==> src/rtl/serial_alu.sv <==
// Bit-serial ALU: a single 1-bit slice walks the operands LSB first, one bit per clock.
// A start in IDLE captures the operands; done pulses for one cycle once bit N-1 is written.
module serial_alu #(
   parameter int N = 8
) (
   input  logic         clk,
   input  logic         reset,
   input  logic         start,
   input  logic [N-1:0] a,
   input  logic [N-1:0] b,
   input  logic         arit,
   input  logic [1:0]   s,
   input  logic         c_in,
   output logic         busy,
   output logic         done,
   output logic [N-1:0] result,
   output logic         c_out
);
   localparam int CNT_W = (N > 1) ? $clog2(N) : 1;
   localparam logic [CNT_W-1:0] LAST_BIT = CNT_W'(N - 1);

   typedef enum logic [1:0] {IDLE, RUN, DONE} state_t;

   state_t           state;
   state_t           state_nxt;
   logic [N-1:0]     a_q;
   logic [N-1:0]     b_q;
   logic             arit_q;
   logic [1:0]       s_q;
   logic             carry_q;
   logic [CNT_W-1:0] cnt_q;
   logic             accept;
   logic             step;
   logic             slice_res;
   logic             slice_carry;

   // Returns {carry, result} for one bit position.
   function automatic logic [1:0] alu_slice(input logic ab, input logic bb, input logic cb,
                                            input logic ar, input logic [1:0] sel);
      logic r;
      logic c;
      c = 1'b0;
      if (ar) begin
         r = ab ^ bb ^ cb;
         c = (ab & bb) | (cb & (ab ^ bb));
      end else begin
         case (sel)
            2'b00:   r = ab & bb;
            2'b01:   r = ab | bb;
            2'b10:   r = ab ^ bb;
            default: r = ~ab;
         endcase
      end
      return {c, r};
   endfunction

   assign {slice_carry, slice_res} = alu_slice(a_q[cnt_q], b_q[cnt_q], carry_q, arit_q, s_q);

   always_ff @(posedge clk or posedge reset) begin
      if (reset) state <= IDLE;
      else       state <= state_nxt;
   end

   always_comb begin
      state_nxt = state;
      busy      = 1'b0;
      done      = 1'b0;
      accept    = 1'b0;
      step      = 1'b0;
      case (state)
         IDLE: begin
            if (start) begin
               accept    = 1'b1;
               state_nxt = RUN;
            end
         end
         RUN: begin
            busy = 1'b1;
            step = 1'b1;
            if (cnt_q == LAST_BIT) state_nxt = DONE;
         end
         DONE: begin
            done      = 1'b1;
            state_nxt = IDLE;
         end
         default: state_nxt = IDLE;
      endcase
   end

   // Operand copies need no reset: they are only consulted in RUN, which always follows a capture.
   always_ff @(posedge clk) begin
      if (accept) begin
         a_q    <= a;
         b_q    <= b;
         arit_q <= arit;
         s_q    <= s;
      end
   end

   always_ff @(posedge clk or posedge reset) begin
      if (reset) begin
         cnt_q   <= '0;
         carry_q <= 1'b0;
         result  <= '0;
         c_out   <= 1'b0;
      end else if (accept) begin
         cnt_q   <= '0;
         carry_q <= c_in;
         result  <= '0;
         c_out   <= 1'b0;
      end else if (step) begin
         result[cnt_q] <= slice_res;
         if (arit_q) carry_q <= slice_carry;
         cnt_q <= cnt_q + 1'b1;
         if (cnt_q == LAST_BIT) c_out <= arit_q & slice_carry;
      end
   end
endmodule

==> config.mk <==
export PLATFORM = sky130hd
export DESIGN_NAME = serial_alu
export DESIGN_NICKNAME = d
export VERILOG_FILES = /design/src/rtl/serial_alu.sv
export SDC_FILE = /design/constraint.sdc
export NUM_CORES = 1
export LEC_CHECK = 0
export CAP_MARGIN = 20
export CORE_ASPECT_RATIO = 0.5
export CORE_MARGIN = 3
export CORE_UTILIZATION = 50
export CTS_CLUSTER_DIAMETER = 30
export DETAILED_ROUTE_END_ITERATION = 16
export DONT_BUFFER_PORTS = 1
export GPL_ROUTABILITY_DRIVEN = 0
export PLACE_DENSITY = 0.65
export SLEW_MARGIN = 5
export SYNTH_ARGS = -nofsm -noshare
export SYNTH_HDL_FRONTEND = slang
export SYNTH_SLANG_ARGS = --single-unit
==> constraint.sdc <==
create_clock -name clk -period 3.93 [get_ports clk]
set_input_delay 0.786 -clock clk [delete_from_list [all_inputs] [get_ports clk]]
set_output_delay 0.786 -clock clk [all_outputs]
set_load 0.005 [all_outputs]
======== After elaboration in Yosys (flattened, before gate mapping) ========
Cells that the tools add are included.
word-level totals
  flip-flop bits (word level) ............. 34
cells by class
  $add $sub $neg .......................... 1
  equal/unequal tests ..................... 7
  order comparisons ....................... 2
  mux-type cells .......................... 27
  bitwise gates (word level) .............. 8
  reduce and logical (&&, ||, !) cells .... 9
operators by type and width
  operator                                                                             number
  8-bit 2-to-1 mux                                                                     2
  1-bit 2-to-1 mux                                                                     15
  8-bit bitwise mux                                                                    1
  1-bit binary-select mux with 3-bit select                                            2
  3-bit 2-to-1 mux                                                                     2
  2-bit AND reduction                                                                  3
  2-bit nonzero test                                                                   3
  2-bit by 1-bit == test with 1-bit output, second input constant                      2
  2-bit == test, second input constant                                                 2
  2-bit zero test                                                                      2
  3-bit by 4-bit less-than comparator with 1-bit output, second input constant         1
  2-bit 2-to-1 mux                                                                     2
  2-bit inequality test, second input constant                                         2
  2-bit case mux with 2 select lines                                                   1
  3-bit by 1-bit adder with 3-bit output, second input constant                        1
  1-bit AND                                                                            3
  1-bit demux with 3-bit select                                                        1
  3-bit == test, second input constant                                                 1
  3-bit by 1-bit greater-or-equal comparator with 1-bit output, second input constant  1
  1-bit case mux with 3 select lines                                                   1
  1-bit OR                                                                             2
  1-bit bitwise XOR                                                                    2
  1-bit logical AND                                                                    1
  1-bit inverter                                                                       1

======== Longest topological paths before layout ========
  word-level depth ........................ 10
  depth in mapped cells ................... 10
  depth with buffers taken out ............ 9

======== Worst setup path before layout ========
OpenSTA, ideal clock, no wires.
  path type ............................... reg-to-reg
  start point ............................. register cnt_q[1]
  end point ............................... register result[2]
  stages on the path, launching flop included .. 9
  path slack .............................. 1.450 ns
  period minus slack after synthesis ...... 2.480 ns
  data required time ...................... 3.853 ns
  data arrival time ....................... 2.403 ns
  cell sequence ........................... dfrtp_1 > mux4_2 > mux2i_1 > inv_1 > fa_1 > nor2b_1 > nand3b_1 > o32a_4 > o21ai_1
between the ends
  cells in the longest elaborated chain, start to end .. 8
  elaborated cells between the ends (all ways) .. 19
  classes of those cells .................. order compare (2); mux (11); bitwise (5); reduce/logical (1)
RTL lines
  element                                                                  line    RTL
  start, declared                                                          31      logic [CNT_W-1:0] cnt_q;
  start signal, assigned                                                   114     cnt_q <= cnt_q + 1'b1;
  1-bit binary-select mux with 3-bit select                                57      assign {slice_carry, slice_res} = alu_slice(a_q[cnt_q], b_q[cnt_q], carry_q, arit_q, s_q);
  1-bit 2-to-1 mux (implied by the code)                                   57
  1-bit bitwise XOR, or another cell as far along                          44, 50
  1-bit case mux with 3 select lines or 1-bit bitwise XOR (tied branches)  47, 44
  1-bit 2-to-1 mux                                                         43      if (ar) begin
  8-bit bitwise mux (*)                                                    112     result[cnt_q] <= slice_res;
  8-bit 2-to-1 mux (*)                                                     111     end else if (step) begin
  8-bit 2-to-1 mux (*)                                                     106     end else if (accept) begin
  end signal, assigned by index                                            112
  end, declared                                                            16      output logic [N-1:0] result,
Every way passes the cells marked *; elsewhere a longest branch is shown, timed or not. The select of a mux whose other input is x is not followed.
A chain may end at the register's enable or synchronous reset.

======== Worst setup path after layout ========
  start point ............................. register cnt_q[0]
  end point ............................... register result[6]
Same word-level chain as after synthesis.

==> out/metrics.csv <==
stage,metric,value,unit
pwr,power per standard cell area,816.1,nW/um2
critical_path,required time of the critical path,4130,ps
floorplan,initial core utilization,0.5468,
layout,"Non-Filler Cell Area, Final",1625,um2
drt,DR iter-0 viols,28,
drt,mean number of vias per cell,5.788,
yosys,Synth Register Bits,34,
run,# Max-Cap Violations,0,
timing,post-route minimum period,2795,ps
timing,post-route clock period utilization,0.7113,
critical_path,category of cells accounting for the largest share of critical-path delay,compound AO/OA/AOI/OAI gates,
critical_path,minimum setup slack among reg-to-reg paths,1130,ps
pwr,worst IR drop on VDD,0.3614,mV
critical_path,data arrival time of the worst path,3000,ps
timing,largest clock skew in the final design,3.790,ps
floorplan,die height,44.54,um
drt,count of TritonRoute iterations in the first routing pass,4,
hold_path,worst min-delay path class,input pin to async pin,
drt,highest metal layer with signal wires,met4,
critical_path,CP Cell Sequence,"mux2_2, a22o_1, nor2_1, inv_1, fa_1, nor2b_1, nand3b_1, o32a_4, o21ai_1",
floorplan,area of the die,3700,um2
drt,amount of wire on met3 after detailed routing,251,um
yosys,post-synth net total,136,
global_routing,first-pass GRT wire length,4.498,mm
drt,met2 wire length,1.165,mm
clock_tree,"Clk Latency, worst-skew pair",280,ps
pwr,Pleak,0.6485,nW
yosys,synth unique cells,28,
place,# port buffers,0,
clock_tree,Max Root-Sink Buffers,2,
critical_path,buffer and inverter count on the worst path,1,
drt,via count,874,
layout,layout cell share with drive strength beyond 1,0.1316,
global_routing,antenna violations before repair,0,
clock_tree,clock slew at the register clock pins of the worst setup and hold paths,70,ps
critical_path,cell with the largest stage delay on the worst path,dfrtp_1,
yosys,per-instance average area after synthesis,13.75,um2
layout,layout overhead on the synthesized area,9.436,%
critical_path,largest fanout on the critical path,12,
clock_tree,postcts setup bufs,0,
timing,maximum operating frequency,0.3577,GHz
place,Post-Place Cell Area,1516,um2
yosys,post-synthesis instance area,1485,um2
drt,Residual DRC,0,
drt,overall routed net length,2.615,mm
floorplan,number of placement rows,13,
global_routing,pin count of the biggest net entering global routing,22,
critical_path,startpoint kind of the worst setup timing path,flip-flop,
critical_path,class of the most critical setup path,flip-flop to flip-flop,
timing,headroom to the max-slew limit,0.5012,
floorplan,core area,2716,um2
timing,RSZ-0062 raised after global routing,no,
yosys,total number of yosys warnings,0,
drt,met1 wire length,1.156,mm
place,post-DP HPWL,2.020,mm
clock_tree,deepest level of the CTS H-tree,2,
clock_tree,Resized Gates After CTS,0,
yosys,cell count after synthesis,108,
layout,diodes inserted,0,
global_routing,All-Layer GR Usage,0.1655,
clock_tree,number of buffers created by CTS,5,
outcome,status,"finished, final reports clean",
drt,drt wl/cell,17.32,um
timing,Finish-stage setup viols,0,
global_routing,via count of the first global-routing pass,908,
critical_path,category of the worst setup path capture point,flip-flop,
global_routing,"Remaining Overflow, GRT",0,
yosys,sequential element share of the synthesized area,0.6369,
timing,final count of pins violating max slew,0,
critical_path,peak per-stage delay on the critical path,610,ps
clock_tree,CTS hold repair buffers,0,
timing,transition time of the tightest slew-check pin,746.7,ps
drt,antenna-violating nets left,0,
floorplan,die boundary width,83.08,um
clock_tree,root buffer cell,clkbuf_8,
clock_tree,CTS sink count,34,
timing,final-report hold violation count,0,
clock_tree,TritonCTS clock tree,yes,
floorplan,number of top-level design ports,34,
timing,accumulated negative setup slack,0,ps
layout,final net count,141,
## Yosys cell counts
library cell | count | share of area
o21bai_1 | 1 | 0.0051
edfxtp_1 | 19 | 0.38
nand2b_1 | 1 | 0.0042
a211oi_1 | 1 | 0.0051
inv_1 | 5 | 0.013
nor3b_1 | 2 | 0.010
mux4_2 | 2 | 0.030
nor2_1 | 3 | 0.0076
o21ai_1 | 8 | 0.027
a32oi_1 | 1 | 0.0059
ha_1 | 4 | 0.034
and2_1 | 2 | 0.0084
fa_1 | 1 | 0.013
nand2_1 | 7 | 0.018
a21o_2 | 1 | 0.0059
o32a_4 | 1 | 0.015
mux2_2 | 2 | 0.015
nor2b_1 | 5 | 0.021
mux2_4 | 1 | 0.010
nand3_1 | 14 | 0.047
mux2_1 | 2 | 0.015
a22o_1 | 4 | 0.024
nand3b_1 | 1 | 0.0051
buf_6 | 1 | 0.0076
clkbuf_1 | 1 | 0.0025
dfrtp_1 | 15 | 0.25
mux2i_1 | 1 | 0.0067
a21oi_1 | 2 | 0.0067
## final cells by class
cell class                 count  area [um2]
fill                         216        1091
inverter                       5       18.77
sequential                    34       945.9
multi-input combinational     67       505.5
clock buffer                   5       68.82
tap                           37       46.29
clock inverter                 3       40.04
## metal layers
metal,vias up,GRT usage
met4,0,0.05537
met5,-,0
met2,32,0.2691
li1,411,-
met1,424,0.1867
met3,7,0.09851
## stage by stage
stage | setup WS, ps | total power, mW | hold slack (ps) | cells | utilization
global placement | 1248 | 0.9885 | 516.3 | 143 | 0.5583
global route | 960.0 | 1.428 | 483.9 | 151 | 0.5983
detailed placement | 1141 | 1.030 | 523.6 | 143 | 0.5583
floorplan | 1450 | 0.9250 | 489.7 | 108 | -
finish | 1135 | 1.326 | 432.6 | 151 | 0.5983
CTS | 1131 | 1.340 | 449.1 | 151 | 0.5983
## kinds of logic after synthesis
family / Yosys count / share of synthesized area
compound gates: 19 / 0.09436
fa+ha+maj: 5 / 0.04718
flops: 34 / 0.6369
buf+inv: 7 / 0.02274
simple gates: 35 / 0.1213
mux: 8 / 0.07750
## final timing paths
path | depth (start not counted) | startpoint | end
min in group clk | 1 | state[0] | state[0]
worst min-delay path | 1 | reset | result[2]
worst min register to register | 1 | state[0] | state[0]
max in group asynchronous | 1 | reset | cnt_q[2]
worst max register to register | 9 | cnt_q[0] | result[6]
worst max-delay path | 9 | cnt_q[0] | result[6]
## registers in the layout, summed over array words and instances, names as in the netlist
name     cells
cnt_q        3
b_q          8
arit_q       1
s_q          2
carry_q      1
c_out        1
a_q          8
state        2
result       8
## report_power, final
part	total (mW)	switching (mW)	internal (mW)
clock	0.307	0.120	0.186
combinational	0.451	0.241	0.211
sequential	0.568	0.0959	0.472
total	1.33	0.457	0.869
## cells in the final DEF, fill, tap and decap left out, types with 2 or more instances in the layout
master    Yosys  routed
inv_1         5       5
mux4_2        2       2
clkbuf_8      0       5
clkinv_2      0       2
o21ai_1       8       8
mux2_2        2       2
dfrtp_1      15      15
mux2_1        2       2
nor2_1        3       3
nand3_1      14      14
ha_1          4       4
nand2_1       7       7
a22o_1        4       4
nor2b_1       5       5
nor3b_1       2       2
edfxtp_1     19      19
and2_1        2       2
a21oi_1       2       2
Power figures use the tool's default switching activity.
